## config.mk

```make
export PLATFORM = sky130hd
export DESIGN_NAME = led_matrix_scanner_flat
export DESIGN_NICKNAME = d
export VERILOG_FILES = /design/src/rtl/tetris_pkg.sv /design/src/rtl/led_matrix_scanner_if.sv /design/src/rtl/led_matrix_scanner_scan_timer.sv /design/src/rtl/led_matrix_scanner.sv /design/src/flat_wrapper.sv
export SDC_FILE = /design/constraint.sdc
export NUM_CORES = 1
export LEC_CHECK = 0
export ABC_AREA = 1
export CORE_UTILIZATION = 38
export CTS_CLUSTER_DIAMETER = 80
export DETAILED_ROUTE_END_ITERATION = 8
export PLACE_DENSITY = 0.88
export SYNTH_ARGS = -nofsm -noshare
export SYNTH_HDL_FRONTEND = slang
export SYNTH_SLANG_ARGS = --single-unit
```

## constraint.sdc

```tcl
create_clock -name clk -period 1.5 [get_ports clk]
set_input_delay 0.225 -clock clk [delete_from_list [all_inputs] [get_ports clk]]
set_output_delay 0.225 -clock clk [all_outputs]
set_load 0.005 [all_outputs]
```

## src/rtl/tetris_pkg.sv

```systemverilog
// tetris_pkg: shared LED matrix types, dimensions and scan states.
package tetris_pkg;
  localparam int MAT_DIM = 8;
  typedef logic [MAT_DIM-1:0][MAT_DIM-1:0] led_matrix_t;
  typedef logic [2:0] row_idx_t;
  typedef enum logic {BLANK, DRIVE} scanState_t;
endpackage

```

## src/rtl/led_matrix_scanner_if.sv

```systemverilog
// led_matrix_scanner_if: bitmap inputs and row/column drive outputs of the matrix scanner.
interface led_matrix_scanner_if;
  import tetris_pkg::*;
  led_matrix_t green_in;
  led_matrix_t red_in;
  logic [MAT_DIM-1:0] row_sel;
  logic [MAT_DIM-1:0] green_col_n;
  logic [MAT_DIM-1:0] red_col_n;
  logic frame_start;
  modport master(output green_in, red_in, input row_sel, green_col_n, red_col_n, frame_start);
  modport slave(input green_in, red_in, output row_sel, green_col_n, red_col_n, frame_start);
endinterface

```

## src/rtl/led_matrix_scanner_scan_timer.sv

```systemverilog
// scan_timer: tick/row counters, BLANK/DRIVE state and frame strobes for the row scanner.
module scan_timer import tetris_pkg::*; #(
  parameter int TICKS_PER_ROW = 1000,
  parameter int BLANK_TICKS = 16
) (
  input  logic       clk,
  input  logic       reset,
  output row_idx_t   row,
  output scanState_t state,
  output logic       frameFirst,
  output logic       frameWrap
);
  localparam int TW = $clog2(TICKS_PER_ROW);
  localparam scanState_t RESET_STATE = (BLANK_TICKS > 0) ? BLANK : DRIVE;
  logic [TW-1:0] tick, nextTick;
  row_idx_t nextRow;
  scanState_t nextState;
  logic rowWrap;
  always_ff @(posedge clk or posedge reset)
    if (reset) begin
      tick <= '0;
      row <= '0;
      state <= RESET_STATE;
    end else begin
      tick <= nextTick;
      row <= nextRow;
      state <= nextState;
    end
  // state is registered from the next tick so it always matches the current tick
  always_comb begin
    rowWrap = tick == TW'(TICKS_PER_ROW - 1);
    frameWrap = rowWrap && row == row_idx_t'(MAT_DIM - 1);
    frameFirst = tick == '0 && row == '0;
    nextTick = rowWrap ? '0 : tick + 1'b1;
    nextRow = rowWrap ? row + 1'b1 : row;
    nextState = int'(nextTick) < BLANK_TICKS ? BLANK : DRIVE;
  end
endmodule

```

## src/rtl/led_matrix_scanner.sv

```systemverilog
// led_matrix_scanner: row-multiplexes green/red 8x8 bitmaps onto a bicolour LED matrix.
// Define FRAME_LATCH_EN to display per-frame snapshots instead of live bitmaps.
module led_matrix_scanner import tetris_pkg::*; #(
  parameter int TICKS_PER_ROW = 1000,
  parameter int BLANK_TICKS = 16
) (
  input logic clk,
  input logic reset,
  led_matrix_scanner_if.slave bus
);
  if (TICKS_PER_ROW < 2) begin : gBadTicks
    $error("TICKS_PER_ROW must be at least 2");
  end
  if (BLANK_TICKS < 0 || BLANK_TICKS >= TICKS_PER_ROW) begin : gBadBlank
    $error("BLANK_TICKS must be in 0..TICKS_PER_ROW-1");
  end
  row_idx_t row;
  scanState_t state;
  logic frameFirst, frameWrap;
  led_matrix_t g, r;
  scan_timer #(.TICKS_PER_ROW(TICKS_PER_ROW), .BLANK_TICKS(BLANK_TICKS)) uTimer (
    .clk(clk),
    .reset(reset),
    .row(row),
    .state(state),
    .frameFirst(frameFirst),
    .frameWrap(frameWrap)
  );
`ifdef FRAME_LATCH_EN
  // snapshot on the last cycle of row 7 so the next frame is coherent
  always_ff @(posedge clk or posedge reset)
    if (reset) begin
      g <= '0;
      r <= '0;
    end else if (frameWrap) begin
      g <= bus.green_in;
      r <= bus.red_in;
    end
`else
  logic unusedFrameWrap;
  assign unusedFrameWrap = frameWrap;
  assign g = bus.green_in;
  assign r = bus.red_in;
`endif
  always_ff @(posedge clk or posedge reset)
    if (reset) begin
      bus.row_sel <= '0;
      bus.green_col_n <= '1;
      bus.red_col_n <= '1;
      bus.frame_start <= 1'b0;
    end else begin
      bus.row_sel <= state == DRIVE ? (MAT_DIM'(1) << row) : '0;
      bus.green_col_n <= state == DRIVE ? ~g[row] : '1;
      bus.red_col_n <= state == DRIVE ? ~r[row] : '1;
      bus.frame_start <= frameFirst;
    end
endmodule
```

## src/flat_wrapper.sv

```systemverilog
// flat-port wrapper written by rule: the top's interface ports become plain ports
module led_matrix_scanner_flat import tetris_pkg::*;
#(
  parameter int TICKS_PER_ROW = 1000,
  parameter int BLANK_TICKS = 16
)
  (clk, reset, bus_green_in, bus_red_in, bus_row_sel, bus_green_col_n, bus_red_col_n, bus_frame_start);
  led_matrix_scanner_if bus_i ();
  input logic clk;
  input logic reset;
  input wire logic [$bits(bus_i.green_in)-1:0] bus_green_in;
  input wire logic [$bits(bus_i.red_in)-1:0] bus_red_in;
  output wire logic [$bits(bus_i.row_sel)-1:0] bus_row_sel;
  output wire logic [$bits(bus_i.green_col_n)-1:0] bus_green_col_n;
  output wire logic [$bits(bus_i.red_col_n)-1:0] bus_red_col_n;
  output wire logic [$bits(bus_i.frame_start)-1:0] bus_frame_start;
  assign bus_i.green_in = bus_green_in;
  assign bus_i.red_in = bus_red_in;
  assign bus_row_sel = bus_i.row_sel;
  assign bus_green_col_n = bus_i.green_col_n;
  assign bus_red_col_n = bus_i.red_col_n;
  assign bus_frame_start = bus_i.frame_start;
  led_matrix_scanner #(.TICKS_PER_ROW(TICKS_PER_ROW), .BLANK_TICKS(BLANK_TICKS)) u_core (.clk(clk), .reset(reset), .bus(bus_i));
endmodule
```

Word level (Yosys, flattened, before mapping)
Cells that the tools add are included.
{"block": "totals", "inputBits": 130, "output_inout_bits": 25, "regBits": 39}
{"block": "classes", "n_addsub": 2, "shifts": 1, "n_reduce_logical": 3, "magnitude_cmp": 2, "bitwise": 2, "n_eq_ne": 1, "n_mux": 9}
{"operator": "8-bit binary-select mux with 3-bit select", "n": 2}
{"operator": "8-bit 2-to-1 mux", "n": 5}
{"operator": "8-bit NOT", "n": 2}
{"operator": "10-bit by 1-bit adder with 10-bit output, second input constant", "n": 1}
{"operator": "10-bit equality test, second input constant", "n": 1}
{"operator": "10-bit logical NOT", "n": 1}
{"operator": "10-bit by 5-bit less-than comparator with 1-bit output, second input constant", "n": 1}
{"operator": "10-bit 2-to-1 mux", "n": 1}
{"operator": "1-bit by 3-bit left shift with 8-bit output, first input constant", "n": 1}
{"operator": "3-bit by 4-bit less-than comparator with 1-bit output, second input constant", "n": 1}
{"operator": "3-bit by 1-bit adder with 3-bit output, second input constant", "n": 1}
{"operator": "3-bit logical NOT", "n": 1}
{"operator": "1-bit logical AND", "n": 1}
{"operator": "1-bit 2-to-1 mux", "n": 1}

Logic depth before layout (Yosys ltp)
{"block": "depth", "depth_word": 4, "depth_mapped": 9, "depth_no_buf": 9}

Modules after synthesis
A second synthesis with hierarchy kept.
{"block": "hier_totals", "cells_unflattened": 526, "area_unflattened_um2": 3000.4}
{"module": "led_matrix_scanner", "area_each_um2": 2173.3, "instances": 1, "cells_per_inst": 420}
{"module": "scan_timer", "area_each_um2": 827.0, "instances": 1, "cells_per_inst": 106}

Least setup slack after synthesis
OpenSTA, ideal clock, no wires.
{"block": "synth_path", "kind": "flip-flop to flip-flop", "startpoint": "register u_core.uTimer.row[0]", "endpoint": "register u_core.uTimer.row[1]", "required_time_ps": 1373, "arrival_time_ps": 1199, "setup_time_ps": 127, "stages_incl_launch_ff": 8, "slack_ps": 174, "synth_period_minus_slack_ps": 1326, "cell_sequence": "dfrtp_1 > buf_6 > inv_6 > buf_12 > buf_8 > ha_1 > nand2_1 > o21ai_1"}
{"block": "synth_between", "elab_chain_len": 1}
{"item": "from (decl)", "line": "led_matrix_scanner_scan_timer.sv:8", "rtl": "output row_idx_t row,"}
{"item": "from (signal assigned)", "line": "led_matrix_scanner_scan_timer.sv:26", "rtl": "row <= nextRow;"}
{"item": "3-bit by 1-bit adder with 3-bit output", "line": "led_matrix_scanner_scan_timer.sv:35", "rtl": "nextRow = rowWrap ? row + 1'b1 : row;"}
No other way between the ends.
A chain may end at the register's enable or synchronous reset.

Worst setup path after layout
{"block": "layout_path", "startpoint": "register u_core.uTimer.tick[1]", "endpoint": "register u_core.uTimer.state"}
{"block": "layout_between", "elab_chain_len": 4, "elab_cells_between_ends": 5}
{"item": "from (decl)", "line": "led_matrix_scanner_scan_timer.sv:15", "rtl": "logic [TW-1:0] tick, nextTick;"}
{"item": "from (signal assigned)", "line": "led_matrix_scanner_scan_timer.sv:25", "rtl": "tick <= nextTick;"}
{"item": "10-bit by 1-bit adder with 10-bit output / 10-bit equality test (equally long branches)", "line": "led_matrix_scanner_scan_timer.sv:34, led_matrix_scanner_scan_timer.sv:31"}
{"item": "10-bit 2-to-1 mux *", "line": "led_matrix_scanner_scan_timer.sv:34", "rtl": "nextTick = rowWrap ? '0 : tick + 1'b1;"}
{"item": "via u_core.uTimer.nextTick[9]", "line": "led_matrix_scanner_scan_timer.sv:15"}
{"item": "10-bit by 5-bit less-than comparator with 1-bit output *", "line": "led_matrix_scanner_scan_timer.sv:36", "rtl": "nextState = int'(nextTick) < BLANK_TICKS ? BLANK : DRIVE;"}
{"item": "1-bit 2-to-1 mux *", "line": "led_matrix_scanner_scan_timer.sv:36"}
{"item": "via u_core.uTimer.nextState", "line": "led_matrix_scanner_scan_timer.sv:17", "rtl": "scanState_t nextState;"}
{"item": "to (signal assigned)", "line": "led_matrix_scanner_scan_timer.sv:27", "rtl": "state <= nextState;"}
{"item": "to (decl)", "line": "led_matrix_scanner_scan_timer.sv:9", "rtl": "output scanState_t state,"}
Mark *: on every way through the listed nets, which the timed path passes. The rest lies on a longest branch.

==> metrics.csv <==
stage;metric;value;unit
worst_setup_path;worstReg2RegEnd;u_core.uTimer.state$_DFF_PP0_;
routing;wl_per_cell;15.2;µm
timing;report.final.slew_viol_count;0;
synthesis;synth_most_common_cell;nor2_1;
synthesis;syn_inst;389;
worst_setup_path;worst-path-buf-inv;0;
worst_setup_path;r2r_setup_slack;0.05;ns
timing;setup_viol;0;
flow_run;maxCapViolCount;0;
timing;finalHoldWorstSlack;0.285;ns
floorplan;die-area;7780;µm²
worst_hold_path;min_path_type;in -> async;
routing;vias;3300;
finish;drive_gt1_frac;0.157;
finish;fin_nets;678;
synthesis;syn_nets;527;
routing;dr.pass1.iters;5;
worst_setup_path;slowest_delay;0.38;ns
worst_setup_path;worstPathRequired;1.69;ns
synthesis;synth.distinct_cells;28;
worst_setup_path;crit_family;simple AND/OR/NAND/NOR gates;
worst_setup_path;crit_chain;ha_2 -> nand3_2 -> nor2_4 -> nand2_4 -> nand2_1 -> nor2_1 -> nor2_1 -> nand2_1;
grt;track_usage;0.251;
floorplan;die_h;88.2;µm
synthesis;seq_area_frac_synth;0.353;
synthesis;async_flop_share;1.00;
synthesis;synth.avg_cell_area;7.26;µm²
timing;fin_crit;1.45;ns
power;cellLeakagePower;2.07;nW
clock_tree;clk_pin_slew;0.08;ns
synthesis;netlist.area_leader.share;0.204;
synthesis;ys.flop_type;dfrtp_1;
worst_setup_path;crit_fanout;9;
placement;dp_hpwl;7530;µm
synthesis;synth-seq-cells;39;
clock_tree;clock-sinks;39;
worst_setup_path;r2r_cells;8;
routing;drtIter0Drc;294;
floorplan;rows;31;
worst_setup_path;path_class;reg -> reg;
synthesis;synth.cell_area;2820;µm²
clock_tree;cts_root_buffer;clkbuf_8;
timing;max_freq;689;MHz
finish;final_area;4570;µm²
finish;finalNonFillerCells;640;
grt;first_global_vias;3284;
worst_setup_path;arrival;1.64;ns
timing;skew;0.00432;ns
run_status;status;completed;
worst_setup_path;crit_slowest_cell;dfrtp_1;
placement;dp.cells;631;
floorplan;core_area;7210;µm²
routing;postRouteAntennaNets;0;
timing;slew_headroom;0.822;
synthesis;ys_top_cells_by_area;dfrtp_1 (20%), dfstp_2 (15%), o21ai_0 (10%), nor2_1 (8.1%), o22ai_1 (7.1%);
clock_tree;clkLatencyLatePin;0.29;ns
power;total_power;2.47;mW
routing;viasPerCell;5.16;
timing;fin_tns_setup;0;ns
finish;antenna_cells;0;
floorplan;io-pin-count;155;
synthesis;synthTopCellsByCount;nor2_1 (61), o21ai_0 (58), nand2_1 (53);
clock_tree;postCtsHoldBufs;0;
synthesis;yosysTopAreaCell;dfrtp_1;
clock_tree;clockBufferDepth;2;
worst_setup_path;cp-start-kind;flip-flop;
power;ir_drop;0.412;mV
grt;grt_max_degree;43;
worst_setup_path;setup.worst_path.end_class;flip-flop;
clock_tree;cts_tree;built;
power;p_per_area;542;nW/µm²
finish;area_growth;61.8;%
routing;drc;0;
clock_tree;numCtsBuffers;5;
grt;antenna_found_initial;0;
timing;fin_crit_sh;0.968;
synthesis;synth_edf_count;0;
timing;worst_pin_slew;0.265;ns
placement;place_ws;0.0707;ns
finish;utilization;0.633;
timing;final.setup.worst_slack;0.0477;ns
timing;finalHoldViolCount;0;
grt;grt_pass1_wl;14800;µm
floorplan;start_util;0.391;
placement;gp_congestion;0.940;
synthesis;yosysWarnings;0;
routing;drt_wl_total;9720;µm
placement;placement.io_buffers;154;
clock_tree;htree_levels;2;
placement;dpl_cell_area;4460;µm²
worst_setup_path;r2r-start;u_core.uTimer.tick[1]$_DFF_PP0_;
grt;overflow;0;
floorplan;die_w;88.2;µm
[area by class of cell]
type | instances | area [µm²]
clock buffers | 5 | 68.8
clock inverters | 3 | 43.8
repair buffers | 169 | 1680
fillers | 646 | 2650
inverters | 42 | 163
well taps | 99 | 124
multi-input cells | 283 | 1490
flip-flops and latches | 39 | 997
[worst max path at each step]
| stage | depth (start not counted) | startpoint | slack, ns | endpoint |
|---|---|---|---|---|
| finish | 8 | u_core.uTimer.tick[1]$_DFF_PP0_ | 0.05 | u_core.uTimer.state$_DFF_PP0_ |
| global route | 8 | u_core.uTimer.tick[1]$_DFF_PP0_ | -0.04 | u_core.uTimer.state$_DFF_PP0_ |
| CTS | 8 | u_core.uTimer.tick[1]$_DFF_PP0_ | 0.06 | u_core.uTimer.state$_DFF_PP0_ |
| detailed placement | 8 | u_core.uTimer.tick[1]$_DFF_PP0_ | 0.07 | u_core.uTimer.state$_DFF_PP0_ |
| global placement | 8 | u_core.uTimer.tick[1]$_DFF_PP0_ | 0.17 | u_core.uTimer.state$_DFF_PP0_ |
| floorplan | 7 | u_core.uTimer.row[0]$_DFFE_PP0N_ | 0.17 | u_core.uTimer.row[1]$_DFFE_PP0N_ |
[placed cells by master, fill, tap and decap left out, drive strengths merged, types with 2 or more instances in the layout]
cell type / synthesis / layout
xor2: 4 / 4
o22ai: 32 / 32
dlygate4sd2: 0 / 16
buf: 19 / 15
ha: 8 / 8
a21oi: 2 / 2
clkbuf: 6 / 5
clkinv: 0 / 2
dfstp: 16 / 16
nor2: 86 / 86
clkdlybuf4s50: 0 / 138
dfrtp: 23 / 23
nand3: 25 / 25
inv: 42 / 42
nand2: 56 / 56
o21ai: 67 / 67
[worst reg2reg max path: stages, from the launching register on]
cell,delay (ns)
dfrtp_1,0.38
ha_2,0.22
nand3_2,0.14
nor2_4,0.15
nand2_4,0.11
nand2_1,0.10
nor2_1,0.06
nor2_1,0.12
nand2_1,0.07
[layer usage]
| metal | wire length [µm] | global-route usage | up-vias |
|---|---|---|---|
| met5 | 0 | 0 | - |
| met4 | 372 | 0.120 | 0 |
| met3 | 860 | 0.0575 | 35 |
| met2 | 4890 | 0.466 | 183 |
| met1 | 3590 | 0.265 | 1507 |
| li1 | - | - | 1575 |
[what timing repair did]
item,in CTS,in global routing
buffers inserted,0,1
pin swaps,0,0
gates resized for setup,16,3
hold endpoints to repair,0,0
setup endpoints to repair,16,1
[where the power goes]
part	internal (mW)	switching [mW]	total (mW)
clock	0.495	0.389	0.884
combinational	0.354	0.142	0.495
sequential	1.09	0.00620	1.10
[kinds of logic (layout without fill, tap and decap cells)]
logic type | Yosys count | in the layout | share of synthesized area
fa+ha+maj | 8 | 8 | 0.0355
xor+xnor | 4 | 4 | 0.0124
flops | 39 | 39 | 0.353
buf+inv | 67 | 219 | 0.124
compound gates | 102 | 102 | 0.204
simple gates | 169 | 169 | 0.271
[registers in the layout (all words and copies together) (netlist names)]
| name | count |
|---|---|
| u_core.uTimer.tick | 10 |
| u_core.bus.red_col_n | 8 |
| u_core.bus.frame_start | 1 |
| u_core.bus.row_sel | 8 |
| u_core.uTimer.state | 1 |
| u_core.uTimer.row | 3 |
| u_core.bus.green_col_n | 8 |
No activity file was read; power rests on OpenSTA's default activity.
